$ cat config.mk
export PLATFORM = sky130hd
export DESIGN_NAME = battle_transition
export DESIGN_NICKNAME = d
export VERILOG_FILES = /design/src/rtl/battle_transition.sv
export SDC_FILE = /design/constraint.sdc
export NUM_CORES = 1
export LEC_CHECK = 0
export BUFFER_PORTS_ARGS = -buffer_cell sky130_fd_sc_hd__buf_2
export CAP_MARGIN = 15
export CORE_MARGIN = 5
export CORE_UTILIZATION = 35
export DETAILED_ROUTE_END_ITERATION = 10
export GPL_ROUTABILITY_DRIVEN = 0
export PLACE_DENSITY = 0.7
export SLEW_MARGIN = 5
export SYNTH_ARGS = -nofsm -noshare
export SYNTH_HDL_FRONTEND = slang
export SYNTH_SLANG_ARGS = --single-unit
$ cat constraint.sdc
create_clock -name vclk -period 2.5 [get_ports vclk]
set_input_delay 0.125 -clock vclk [delete_from_list [all_inputs] [get_ports vclk]]
set_output_delay 0.125 -clock vclk [all_outputs]
set_load 0.005 [all_outputs]
$ cat src/rtl/battle_transition.sv
// battle_transition: frame-synchronised overworld-to-battle screen sequencer.
// Flashes the screen, closes black bars from top and bottom, hands off to the
// battle engine, then reopens the bars once the battle reports completion.
//
// Ports:
//   vclk           pixel clock (sole clock)
//   reset          asynchronous, active-high
//   hcount/vcount  current pixel position from the video timing generator
//   battle_trigger one-cycle request from the player controller
//   battle_done    one-cycle completion pulse from the battle engine
//   pixel_in       overworld RGB444 for (hcount, vcount)
//   pixel_out      processed RGB444, one cycle of latency
//   game_mode      0 = overworld, 1 = transition, 2 = battle
//   freeze         high whenever the sequencer is not idle
//   battle_start   one-cycle pulse on entry to battle
module battle_transition #(
    parameter int H_ACTIVE     = 1024,
    parameter int V_ACTIVE     = 768,
    parameter int FLASH_FRAMES = 4,
    parameter int FLASH_COUNT  = 3,
    parameter int WIPE_STEP    = 8
) (
    input  logic        vclk,
    input  logic        reset,
    input  logic [10:0] hcount,
    input  logic [9:0]  vcount,
    input  logic        battle_trigger,
    input  logic        battle_done,
    input  logic [11:0] pixel_in,
    output logic [11:0] pixel_out,
    output logic [1:0]  game_mode,
    output logic        freeze,
    output logic        battle_start
);

    localparam int FW = (FLASH_FRAMES > 1) ? $clog2(FLASH_FRAMES) : 1;
    localparam int PW = $clog2(2 * FLASH_COUNT);

    localparam logic [FW-1:0] FCNT_LAST  = FW'(FLASH_FRAMES - 1);
    localparam logic [PW-1:0] PHASE_LAST = PW'(2 * FLASH_COUNT - 1);
    localparam logic [9:0]    HALF       = 10'(V_ACTIVE / 2);
    localparam logic [9:0]    STEP       = 10'(WIPE_STEP);
    localparam logic [9:0]    VMAX       = 10'(V_ACTIVE);
    localparam logic [10:0]   HMAX       = 11'(H_ACTIVE);

    typedef enum logic [2:0] {
        S_IDLE,
        S_FLASH,
        S_WIPE,
        S_BATTLE,
        S_OPEN
    } state_t;

    state_t          state;
    state_t          state_n;
    logic [9:0]      bar;
    logic [9:0]      bar_n;
    logic [FW-1:0]   fcnt;
    logic [FW-1:0]   fcnt_n;
    logic [PW-1:0]   phase;
    logic [PW-1:0]   phase_n;
    logic            trig_pend;
    logic            trig_n;
    logic            done_pend;
    logic            done_n;
    logic            start_n;
    logic [11:0]     pix_n;
    logic [1:0]      mode_n;
    logic            ft;
    logic            trig_req;
    logic            done_req;
    logic            in_range;
    logic            masked;

    always_comb begin
        state_n = state;
        bar_n   = bar;
        fcnt_n  = fcnt;
        phase_n = phase;
        start_n = 1'b0;
        pix_n   = pixel_in;
        mode_n  = 2'd1;

        ft = (hcount == 11'd0) && (vcount == 10'd0);

        // A request arriving on the frame tick itself counts for that tick.
        trig_req = trig_pend | ((state == S_IDLE) & battle_trigger);
        done_req = done_pend | ((state == S_BATTLE) & battle_done);
        trig_n   = trig_req;
        done_n   = done_req;

        if (ft) begin
            unique case (state)
                S_IDLE: begin
                    if (trig_req) begin
                        state_n = S_FLASH;
                        fcnt_n  = '0;
                        phase_n = '0;
                        trig_n  = 1'b0;
                    end
                end
                S_FLASH: begin
                    if (fcnt == FCNT_LAST) begin
                        fcnt_n = '0;
                        if (phase == PHASE_LAST) begin
                            state_n = S_WIPE;
                            bar_n   = '0;
                            phase_n = '0;
                        end else begin
                            phase_n = phase + PW'(1);
                        end
                    end else begin
                        fcnt_n = fcnt + FW'(1);
                    end
                end
                S_WIPE: begin
                    if (bar + STEP == HALF) begin
                        state_n = S_BATTLE;
                        bar_n   = HALF;
                        start_n = 1'b1;
                    end else begin
                        bar_n = bar + STEP;
                    end
                end
                S_BATTLE: begin
                    if (done_req) begin
                        state_n = S_OPEN;
                        done_n  = 1'b0;
                    end
                end
                S_OPEN: begin
                    if (bar == STEP) begin
                        state_n = S_IDLE;
                        bar_n   = '0;
                    end else begin
                        bar_n = bar - STEP;
                    end
                end
                default: state_n = S_IDLE;
            endcase
        end

        in_range = (hcount < HMAX) && (vcount < VMAX);
        masked   = (vcount < bar) || (vcount >= VMAX - bar);

        case (state)
            S_FLASH: begin
                if (!phase[0]) begin
                    pix_n = pixel_in ^ 12'hFFF;
                end
            end
            S_WIPE, S_OPEN: begin
                if (masked) begin
                    pix_n = 12'h000;
                end
            end
            default: ;
        endcase

        if (!in_range) begin
            pix_n = 12'h000;
        end

        case (state_n)
            S_IDLE:   mode_n = 2'd0;
            S_BATTLE: mode_n = 2'd2;
            default:  mode_n = 2'd1;
        endcase
    end

    always_ff @(posedge vclk or posedge reset) begin
        if (reset) begin
            state        <= S_IDLE;
            bar          <= '0;
            fcnt         <= '0;
            phase        <= '0;
            trig_pend    <= 1'b0;
            done_pend    <= 1'b0;
            pixel_out    <= 12'h000;
            game_mode    <= 2'd0;
            freeze       <= 1'b0;
            battle_start <= 1'b0;
        end else begin
            state        <= state_n;
            bar          <= bar_n;
            fcnt         <= fcnt_n;
            phase        <= phase_n;
            trig_pend    <= trig_n;
            done_pend    <= done_n;
            pixel_out    <= pix_n;
            game_mode    <= mode_n;
            freeze       <= (state_n != S_IDLE);
            battle_start <= start_n;
        end
    end

endmodule

==> run summary, run 1 <==
logic depth of the worst path, buffers included - 12
required time worst endpoint - 2.69 ns
total routing resource utilization after global routing - 14.1%
maximum frequency from static timing analysis - 422 MHz
post-synthesis register bit count - 33
static leakage power - 0.00129 µW
DRT antenna net count - 0
PwrDens - 367 nW/µm²
clk buf depth - 2
Hold Crit Depth - 2
share of total power in the clock network - 37.5%
register-to-register setup slack - 0.13 ns
Vias/cell - 5.33
final clock skew - 0.00705 ns
Seq pwr share - 52.2%
asr flop ratio synth - 100%
final-report max-slew violation count - 0
final std cells w/o fill - 392
nets in the synthesized netlist - 304
crit-path leading delay family - compound AO/OA/AOI/OAI gates
antenna violations before repair - 0
area leader, netlist - sky130_fd_sc_hd__dfrtp_1
synth-to-layout area growth - 23.7%
number of instances in the synthesized netlist - 250
portion of synthesized cell area occupied by the leading cell type - 35.9%
Max-Slew Margin vs Limit - 65.3%
standard cell core area - 6390 µm²
number of synthesized flops with an enable pin - 0
final worst path period share - 94.9%
Avg Synthesized Cell Area - 9.21 µm²
YS warnings - 0
internal cell power - 785 µW
destination of the worst register-to-register timing path - pixel_out[2]
first-pass GRT wire length - 9.85 mm
number of global-route vias before repair - 2166
peak supply drop - 0.293 mV
clock tree from TritonCTS - done
leading post-synthesis cells by cell area - sky130_fd_sc_hd__dfrtp_1 (36%), sky130_fd_sc_hd__ha_1 (9.2%), sky130_fd_sc_hd__a211oi_1 (4.6%), sky130_fd_sc_hd__nor2_1 (4.1%), sky130_fd_sc_hd__nand2_1 (3.4%)
final hold violations - 0
most frequent standard cell in the layout excluding fill and tap cells - sky130_fd_sc_hd__buf_2
largest fanout on the critical path - 6
Clk Latency, worst-skew pair - 0.28 ns
DP Cell Count - 382
via count - 2088
unrepaired setup endpoints after global routing - true
capturing element type of the critical path - register
cell at the slowest stage of the critical path - sky130_fd_sc_hd__dfrtp_1
die height - 91.1 µm
combinational fraction of design power - 10.3%
critical path buffer and inverter count - 4
area enclosed by the die boundary - 8300 µm²
clock-pin slew of the registers on the worst-case setup and hold paths - 0.07 ns
DRT Wirelength - 5.86 mm
clock sink count - 33
worst-case setup slack after placement - 0.136 ns
Post-CTS Repair Setup Buffers - 0
clock tree root buffer cell - sky130_fd_sc_hd__clkbuf_8
outcome - finished clean
P_sw - 261 µW
CP Class - register to register
Hold Crit Class - primary input to register
top_reg_cell synth - sky130_fd_sc_hd__dfrtp_1
total power after layout - 1050 µW
number of buffers added on ports - 52
post-route standard cell area excluding fillers - 2850 µm²
drt wl/cell - 15.0 µm
ordered list of cells on the worst path - inv_1 > buf_4 > ha_1 > inv_1 > ha_1 > o211ai_1 > nand2_1 > a211oi_2 > o211a_1 > a22oi_2 > buf_4 > a211oi_1
max-capacitance violation count - 0
starting density of the core - 36.1%
critical path data arrival time - 2.56 ns
largest stage delay on the critical path - 0.34 ns
commonest non-fill, non-tap cells in the layout - sky130_fd_sc_hd__buf_2 (52), sky130_fd_sc_hd__dfrtp_1 (33), sky130_fd_sc_hd__nor2_1 (25)
I/O pin total - 53
Sw Ratio - 24.9%
actual transition at the worst max-transition pin - 0.520 ns
# setup viols final - 0
drt drc - 0
Max H-tree Level - 2
Worst Reg2Reg Path Length in Cells - 12
Antenna Cells - 0
TritonCTS buffer count - 5
launch instance of the worst register-to-register path - bar[3]
global route total overflow - 0
Detailed Place HPWL - 4.46 mm
Util after Layout - 44.6%
Std-Cell Rows - 29
die width - 91.1 µm
Synth Cell Area - 2300 µm²
sequential area share after synthesis - 35.9%
fraction of final layout cells with drive strength greater than 1 - 32.1%
number of distinct standard cells referenced by the synthesized netlist - 55
shortest clock period the worst path allows after layout - 2.37 ns
initial detailed-routing violation count - 157
dpl cell area - 2700 µm²
post-route worst setup slack - 0.129 ns
Post-layout nets - 368
1st-pass router iterations - 4
source of the worst hold timing path - pixel_in[0]
type of origin of the critical path - register
maximum number of pins on one net before global-route repair - 34
sink of the worst hold path - pixel_out[0]
## kinds of logic (layout without fill, tap and decap cells)
logic type,after synthesis,count (layout),share of synthesized area [%]
and+or+nand+nor,89,89,22.3
AOI/OAI and AO/OA,71,71,21.4
DFF,33,33,35.9
buffers and inverters,28,93,5.33
adders and majority gates,17,17,9.24
xor gates and xnor gates,8,8,3.04
muxes,4,4,2.88
## sequential cells by signal (all words and copies together) (netlist names)
signal,flops
bar,7
battle_start,1
done_pend,1
fcnt,2
freeze,1
game_mode,2
phase,3
pixel_out,12
state,3
trig_pend,1
## synth_stat cells (2+ instances only)
master                     number
sky130_fd_sc_hd__o21ai_0        8
sky130_fd_sc_hd__nor3_1        10
sky130_fd_sc_hd__nor2b_1        4
sky130_fd_sc_hd__buf_2          5
sky130_fd_sc_hd__dfrtp_1       33
sky130_fd_sc_hd__nand4_1        4
sky130_fd_sc_hd__inv_2          3
sky130_fd_sc_hd__a21oi_1       11
sky130_fd_sc_hd__nor4_4         2
sky130_fd_sc_hd__o211ai_1       4
sky130_fd_sc_hd__a211oi_1      14
sky130_fd_sc_hd__o21ai_1        8
sky130_fd_sc_hd__nand2b_1       2
sky130_fd_sc_hd__ha_1          17
sky130_fd_sc_hd__nor2_1        25
sky130_fd_sc_hd__a22oi_1        2
sky130_fd_sc_hd__mux2i_4        2
sky130_fd_sc_hd__o311ai_1       2
sky130_fd_sc_hd__nor4_2         3
sky130_fd_sc_hd__clkbuf_1       4
sky130_fd_sc_hd__xnor2_1        7
sky130_fd_sc_hd__nand2_1       21
sky130_fd_sc_hd__o41ai_1        2
sky130_fd_sc_hd__and3_1         2
sky130_fd_sc_hd__o31ai_1        2
sky130_fd_sc_hd__o22ai_1        2
sky130_fd_sc_hd__nand3_1        4
sky130_fd_sc_hd__a31oi_1        6
sky130_fd_sc_hd__inv_1         15
## worst max-delay path by stage
stage / start / end
finish: bar[3] / pixel_out[2]
global route: bar[3] / pixel_out[2]
CTS: bar[3] / pixel_out[8]
detailed placement: bar[3] / pixel_out[8]
global placement: bar[3] / pixel_out[10]
floorplan: bar[3] / pixel_out[10]
## layout make-up
| cell class | count | area (µm²) |
|---|---|---|
| timing repair buffer | 67 | 375 |
| clock inverter | 3 | 17.5 |
| fill | 628 | 3540 |
| multi-input combinational | 189 | 1400 |
| inverter | 18 | 67.6 |
| clock buffer | 5 | 68.8 |
| sequential | 33 | 826 |
| tap | 77 | 96.3 |
## what timing repair did
item | CTS | global route
hold buffers | 1 | 0
resized for setup | 0 | 11
hold endpoints to repair | 33 | 0
setup endpoints to repair | 0 | 12
## power by group through the flow
stage | registers (µW) | logic, µW | clock network [µW]
2_1_floorplan | 558 | 42.1 | 0
3_3_place_gp | 557 | 101 | 0
3_5_place_dp | 557 | 104 | 0
4_1_cts | 546 | 105 | 406
5_1_grt | 547 | 124 | 430
6_report | 546 | 107 | 393
## stage by stage
step | TNS, ns | hold slack (ns)
finish | 0 | 0.0222
floorplan | 0 | 0.214
global route | -0.202 | 0.00824
global placement | 0 | 0.234
CTS | 0 | 0.0143
detailed placement | 0 | 0.234
## routing by layer
| metal | track usage [%] | up-vias | routed length [µm] |
|---|---|---|---|
| li1 | - | 1044 | - |
| met1 | 17.4 | 979 | 2440 |
| met2 | 23.9 | 56 | 3070 |
| met3 | 3.06 | 9 | 267 |
| met4 | 5.75 | 0 | 77 |
| met5 | 0 | - | 0 |
No activity file was read; power rests on OpenSTA's default activity.
==> inputs of run 2 (changes only) <==
Settings changed: CELL_PAD_IN_SITES_DETAIL_PLACEMENT set to 1, CELL_PAD_IN_SITES_GLOBAL_PLACEMENT set to 1, PLACE_DENSITY 0.7 to 0.85.
==> run summary, run 2 (synthesized netlist as in run 1, its figures left out) <==
die width - 91.1 µm
Clk Latency, worst-skew pair - 0.29 ns
CP Class - register to register
Std-Cell Rows - 29
largest fanout on the critical path - 6
total power after layout - 1070 µW
clock sink count - 33
most frequent standard cell in the layout excluding fill and tap cells - sky130_fd_sc_hd__buf_2
synth-to-layout area growth - 26.6%
largest registers - pixel_out (12), bar (7)
drt drc - 0
total negative slack for setup checks - 0 ns
maximum number of pins on one net before global-route repair - 34
max-capacitance violation count - 0
Util after Layout - 45.7%
actual transition at the worst max-transition pin - 0.611 ns
final hold violations - 0
die height - 91.1 µm
DRT antenna net count - 0
fraction of final layout cells with drive strength greater than 1 - 35.0%
outcome - finished clean
# setup viols final - 0
global route total overflow - 0
Hold Crit Class - primary input to register
clock-pin slew of the registers on the worst-case setup and hold paths - 0.08 ns
clock tree root buffer cell - sky130_fd_sc_hd__clkbuf_8
Detailed Place HPWL - 5.53 mm
post-route worst setup slack - 0.0233 ns
number of buffers added on ports - 52
initial detailed-routing violation count - 122
starting density of the core - 36.1%
capturing element type of the critical path - register
maximum frequency from static timing analysis - 404 MHz
drt wl/cell - 18.9 µm
final clock skew - 0.00939 ns
number of flip-flops under the largest register name - 12
Post-layout nets - 370
Vias/cell - 5.64
worst-case hold slack - 0.0210 ns
critical path data arrival time - 2.61 ns
Max H-tree Level - 2
standard cell core area - 6390 µm²
worst-case setup slack after placement - -0.0321 ns
number of global-route vias before repair - 2464
fillcell total - 760
peak supply drop - 0.229 mV
TritonCTS buffer count - 5
total routing resource utilization after global routing - 17.5%
clk buf depth - 2
required time worst endpoint - 2.64 ns
Max-Slew Margin vs Limit - 59.2%
first-pass GRT wire length - 12.1 mm
clock tree from TritonCTS - done
antenna violations before repair - 0
type of origin of the critical path - register
final worst path period share - 99.1%
commonest non-fill, non-tap cells in the layout - sky130_fd_sc_hd__buf_2 (52), sky130_fd_sc_hd__dfrtp_1 (33), sky130_fd_sc_hd__nor2_1 (24)
1st-pass router iterations - 4
PwrDens - 366 nW/µm²
I/O pin total - 53
DRT Wirelength - 7.46 mm
unrepaired setup endpoints after global routing - true
Top reg by flops - pixel_out
static leakage power - 0.00132 µW
via count - 2224
shortest clock period the worst path allows after layout - 2.48 ns
final-report max-slew violation count - 0
area enclosed by the die boundary - 8300 µm²
Antenna Cells - 0
run 2: cell types whose count changed in the layout (fill, tap and decap cells not counted), sizes merged:
cell,change
buf,+2
run 2: power breakdown:
part / internal [µW] / total [µW] / switching, µW
Combinational: 51.9 / 116 / 64.6
Clock: 192 / 403 / 211
Sequential: 543 / 546 / 2.50
run 2: metal layers:
layer  vias up  global-route usage (%)  wire length (µm)
met2        55                    32.2              4130
met4         0                    5.38               155
met1      1099                    20.4              2870
li1       1052                       -                 -
met5         -                       0                 0
met3        18                    3.39               301
run 2: through the flow:
step           instance area [µm²]  instances
2_1_floorplan                 2300        250
3_3_place_gp                  2700        382
3_5_place_dp                  2700        382
4_1_cts                       2810        391
5_1_grt                       2920        394
6_report                      2920        394
run 2: what timing repair did:
action,4_1_cts,5_1_grt
pin swaps,0,10
gates cloned,0,1
endpoints found under the setup margin,9,12
hold buffers,1,0
buffers inserted,0,2
hold endpoints to repair,33,0
resized for setup,2,22
run 2: critical path: stages (launching register included):
cell	delay [ns]
sky130_fd_sc_hd__dfrtp_1	0.40
sky130_fd_sc_hd__nor3_2	0.20
sky130_fd_sc_hd__buf_4	0.18
sky130_fd_sc_hd__nand3_4	0.08
sky130_fd_sc_hd__xnor2_2	0.19
sky130_fd_sc_hd__inv_1	0.06
sky130_fd_sc_hd__ha_1	0.29
sky130_fd_sc_hd__o211ai_1	0.10
sky130_fd_sc_hd__o211a_1	0.25
sky130_fd_sc_hd__a22oi_2	0.28
sky130_fd_sc_hd__buf_6	0.19
sky130_fd_sc_hd__a211oi_1	0.08
run 2: cell type report:
type,count,area (µm²),area share [%]
Clock buffer,5,68.8,2.36
Clock inverter,3,17.5,0.601
Inverter,18,70.1,2.40
Multi-Input combinational cell,189,1440,49.4
Sequential cell,33,826,28.3
Tap cell,77,96.3,3.30
Timing Repair Buffer,69,398,13.6
run 2: final timing paths:
check / start / end / slack [ns] / depth (start not counted)
max reg2reg: bar[6] / pixel_out[1] / 0.02 / 11
min: pixel_in[7] / pixel_out[7] / 0.02 / 2
max: bar[6] / pixel_out[1] / 0.02 / 11
min in group asynchronous: reset / pixel_out[5] / 0.46 / 4
min reg2reg: phase[2] / phase[2] / 0.51 / 1
max in group asynchronous: reset / fcnt[0] / 1.73 / 4
==> inputs of run 3 (changes only) <==
Settings changed: PLACE_DENSITY 0.85 to 0.82.
Clock period 2.5 ns to 2.89 ns, I/O delays scaled along.
==> run summary, run 3 (synthesized netlist as in run 1, its figures left out) <==
launch instance of the worst register-to-register path - bar[4]
peak supply drop - 0.238 mV
die width - 91.1 µm
Post-layout nets - 361
capturing element type of the critical path - register
Vias/cell - 5.64
synth-to-layout area growth - 20.9%
largest registers - pixel_out (12), bar (7)
Std-Cell Rows - 29
Sw Ratio - 23.2%
clock sink count - 33
final clock skew - 0.0107 ns
maximum frequency from static timing analysis - 370 MHz
sink of the worst hold path - pixel_out[5]
drt drc - 0
post-route worst setup slack - 0.185 ns
drt wl/cell - 18.0 µm
Clk Latency, worst-skew pair - 0.29 ns
unrepaired setup endpoints after global routing - false
destination of the worst register-to-register timing path - pixel_out[9]
critical path data arrival time - 2.88 ns
DRT antenna net count - 0
total negative slack for setup checks - 0 ns
max-capacitance violation count - 0
Antenna Cells - 0
outcome - finished clean
Worst Reg2Reg Path Length in Cells - 11
total power after layout - 992 µW
Top reg by flops - pixel_out
DRT Wirelength - 6.92 mm
via count - 2167
clock-pin slew of the registers on the worst-case setup and hold paths - 0.07 ns
Detailed Place HPWL - 5.25 mm
register-to-register setup slack - 0.18 ns
type of origin of the critical path - register
die height - 91.1 µm
antenna violations before repair - 0
Max H-tree Level - 2
actual transition at the worst max-transition pin - 0.559 ns
worst-case hold slack - 0.0410 ns
final worst path period share - 93.6%
Max-Slew Margin vs Limit - 62.7%
required time worst endpoint - 3.07 ns
Hold Crit Depth - 2
1st-pass router iterations - 4
clk buf depth - 2
internal cell power - 763 µW
static leakage power - 0.00125 µW
final hold violations - 0
number of flip-flops under the largest register name - 12
worst-case setup slack after placement - 0.112 ns
shortest clock period the worst path allows after layout - 2.71 ns
number of global-route vias before repair - 2400
clock tree root buffer cell - sky130_fd_sc_hd__clkbuf_8
Util after Layout - 43.6%
share of total power in the clock network - 43.1%
CP Class - register to register
TritonCTS buffer count - 5
clock tree from TritonCTS - done
largest fanout on the critical path - 12
source of the worst hold timing path - pixel_in[5]
Hold Crit Class - primary input to register
commonest non-fill, non-tap cells in the layout - sky130_fd_sc_hd__buf_2 (52), sky130_fd_sc_hd__dfrtp_1 (33), sky130_fd_sc_hd__nor2_1 (25)
Post-CTS Repair Setup Buffers - 0
total routing resource utilization after global routing - 17.1%
maximum number of pins on one net before global-route repair - 34
# setup viols final - 0
number of buffers added on ports - 52
I/O pin total - 53
P_sw - 230 µW
PwrDens - 357 nW/µm²
Seq pwr share - 47.6%
most frequent standard cell in the layout excluding fill and tap cells - sky130_fd_sc_hd__buf_2
combinational fraction of design power - 9.4%
first-pass GRT wire length - 11.7 mm
initial detailed-routing violation count - 127
area enclosed by the die boundary - 8300 µm²
starting density of the core - 36.1%
global route total overflow - 0
standard cell core area - 6390 µm²
final-report max-slew violation count - 0
fraction of final layout cells with drive strength greater than 1 - 28.0%
[run 3: cell count changes in the layout (fill, tap and decap cells not counted), sizes merged]
cell,before,now
clkinvlp,1,0
buf,68,59
clkinv,2,1
bufinv,0,1
[run 3: power by group through the flow]
stage / combinational (µW) / sequential, µW / clock [µW]
after global routing: 105 / 472 / 455
after global placement: 88.7 / 481 / 0
final: 93.0 / 472 / 427
after detailed placement: 92.8 / 481 / 0
after floorplan: 36.4 / 482 / 0
after CTS: 94.7 / 472 / 435
[run 3: layer usage]
layer / global-route usage [%] / share of wire [%] / vias to the layer above
li1: - / - / 1032
met1: 20.4 / 41 / 1078
met2: 31.1 / 54 / 46
met3: 2.81 / 3.4 / 11
met4: 5.62 / 2.1 / 0
met5: 0 / 0 / -
[run 3: cell type report]
class / instances / area [µm²]
clock buffer: 5 / 68.8
clock inverter: 2 / 35.0
fill: 754 / 3600
inverter: 18 / 67.6
multi-input combinational: 189 / 1370
sequential: 33 / 826
tap: 77 / 96.3
timing repair buffer: 60 / 323
[run 3: stage by stage]
stage | area [µm²] | std cells
2_1_floorplan | 2300 | 250
6_report | 2780 | 384
5_1_grt | 2780 | 384
3_3_place_gp | 2660 | 376
3_5_place_dp | 2660 | 376
4_1_cts | 2770 | 384
[run 3: how the worst max path moves through the flow]
stage / startpoint / to / slack, ns / depth (start not counted)
6_report: bar[4] / pixel_out[9] / 0.18 / 11
4_1_cts: bar[4] / pixel_out[9] / 0.06 / 11
2_1_floorplan: bar[3] / pixel_out[10] / 0.43 / 11
3_3_place_gp: bar[4] / pixel_out[0] / 0.35 / 11
5_1_grt: bar[4] / pixel_out[1] / 0.03 / 11
3_5_place_dp: bar[4] / pixel_out[9] / 0.11 / 11
[run 3: worst max-delay path, cell delays in order (launching register included)]
cell,delay [ns]
sky130_fd_sc_hd__dfrtp_1,0.47
sky130_fd_sc_hd__inv_2,0.20
sky130_fd_sc_hd__ha_4,0.21
sky130_fd_sc_hd__xor2_1,0.17
sky130_fd_sc_hd__ha_1,0.27
sky130_fd_sc_hd__a21oi_1,0.17
sky130_fd_sc_hd__nand2_1,0.08
sky130_fd_sc_hd__a211oi_1,0.27
sky130_fd_sc_hd__o211a_1,0.19
sky130_fd_sc_hd__a22oi_1,0.07
sky130_fd_sc_hd__buf_4,0.20
sky130_fd_sc_hd__a211oi_1,0.29
[run 3: what timing repair did]
action,in CTS,in global routing
endpoints found under the setup margin,0,12
hold buffers,1,0
gates resized for setup,0,2
endpoints found under the hold margin,33,0
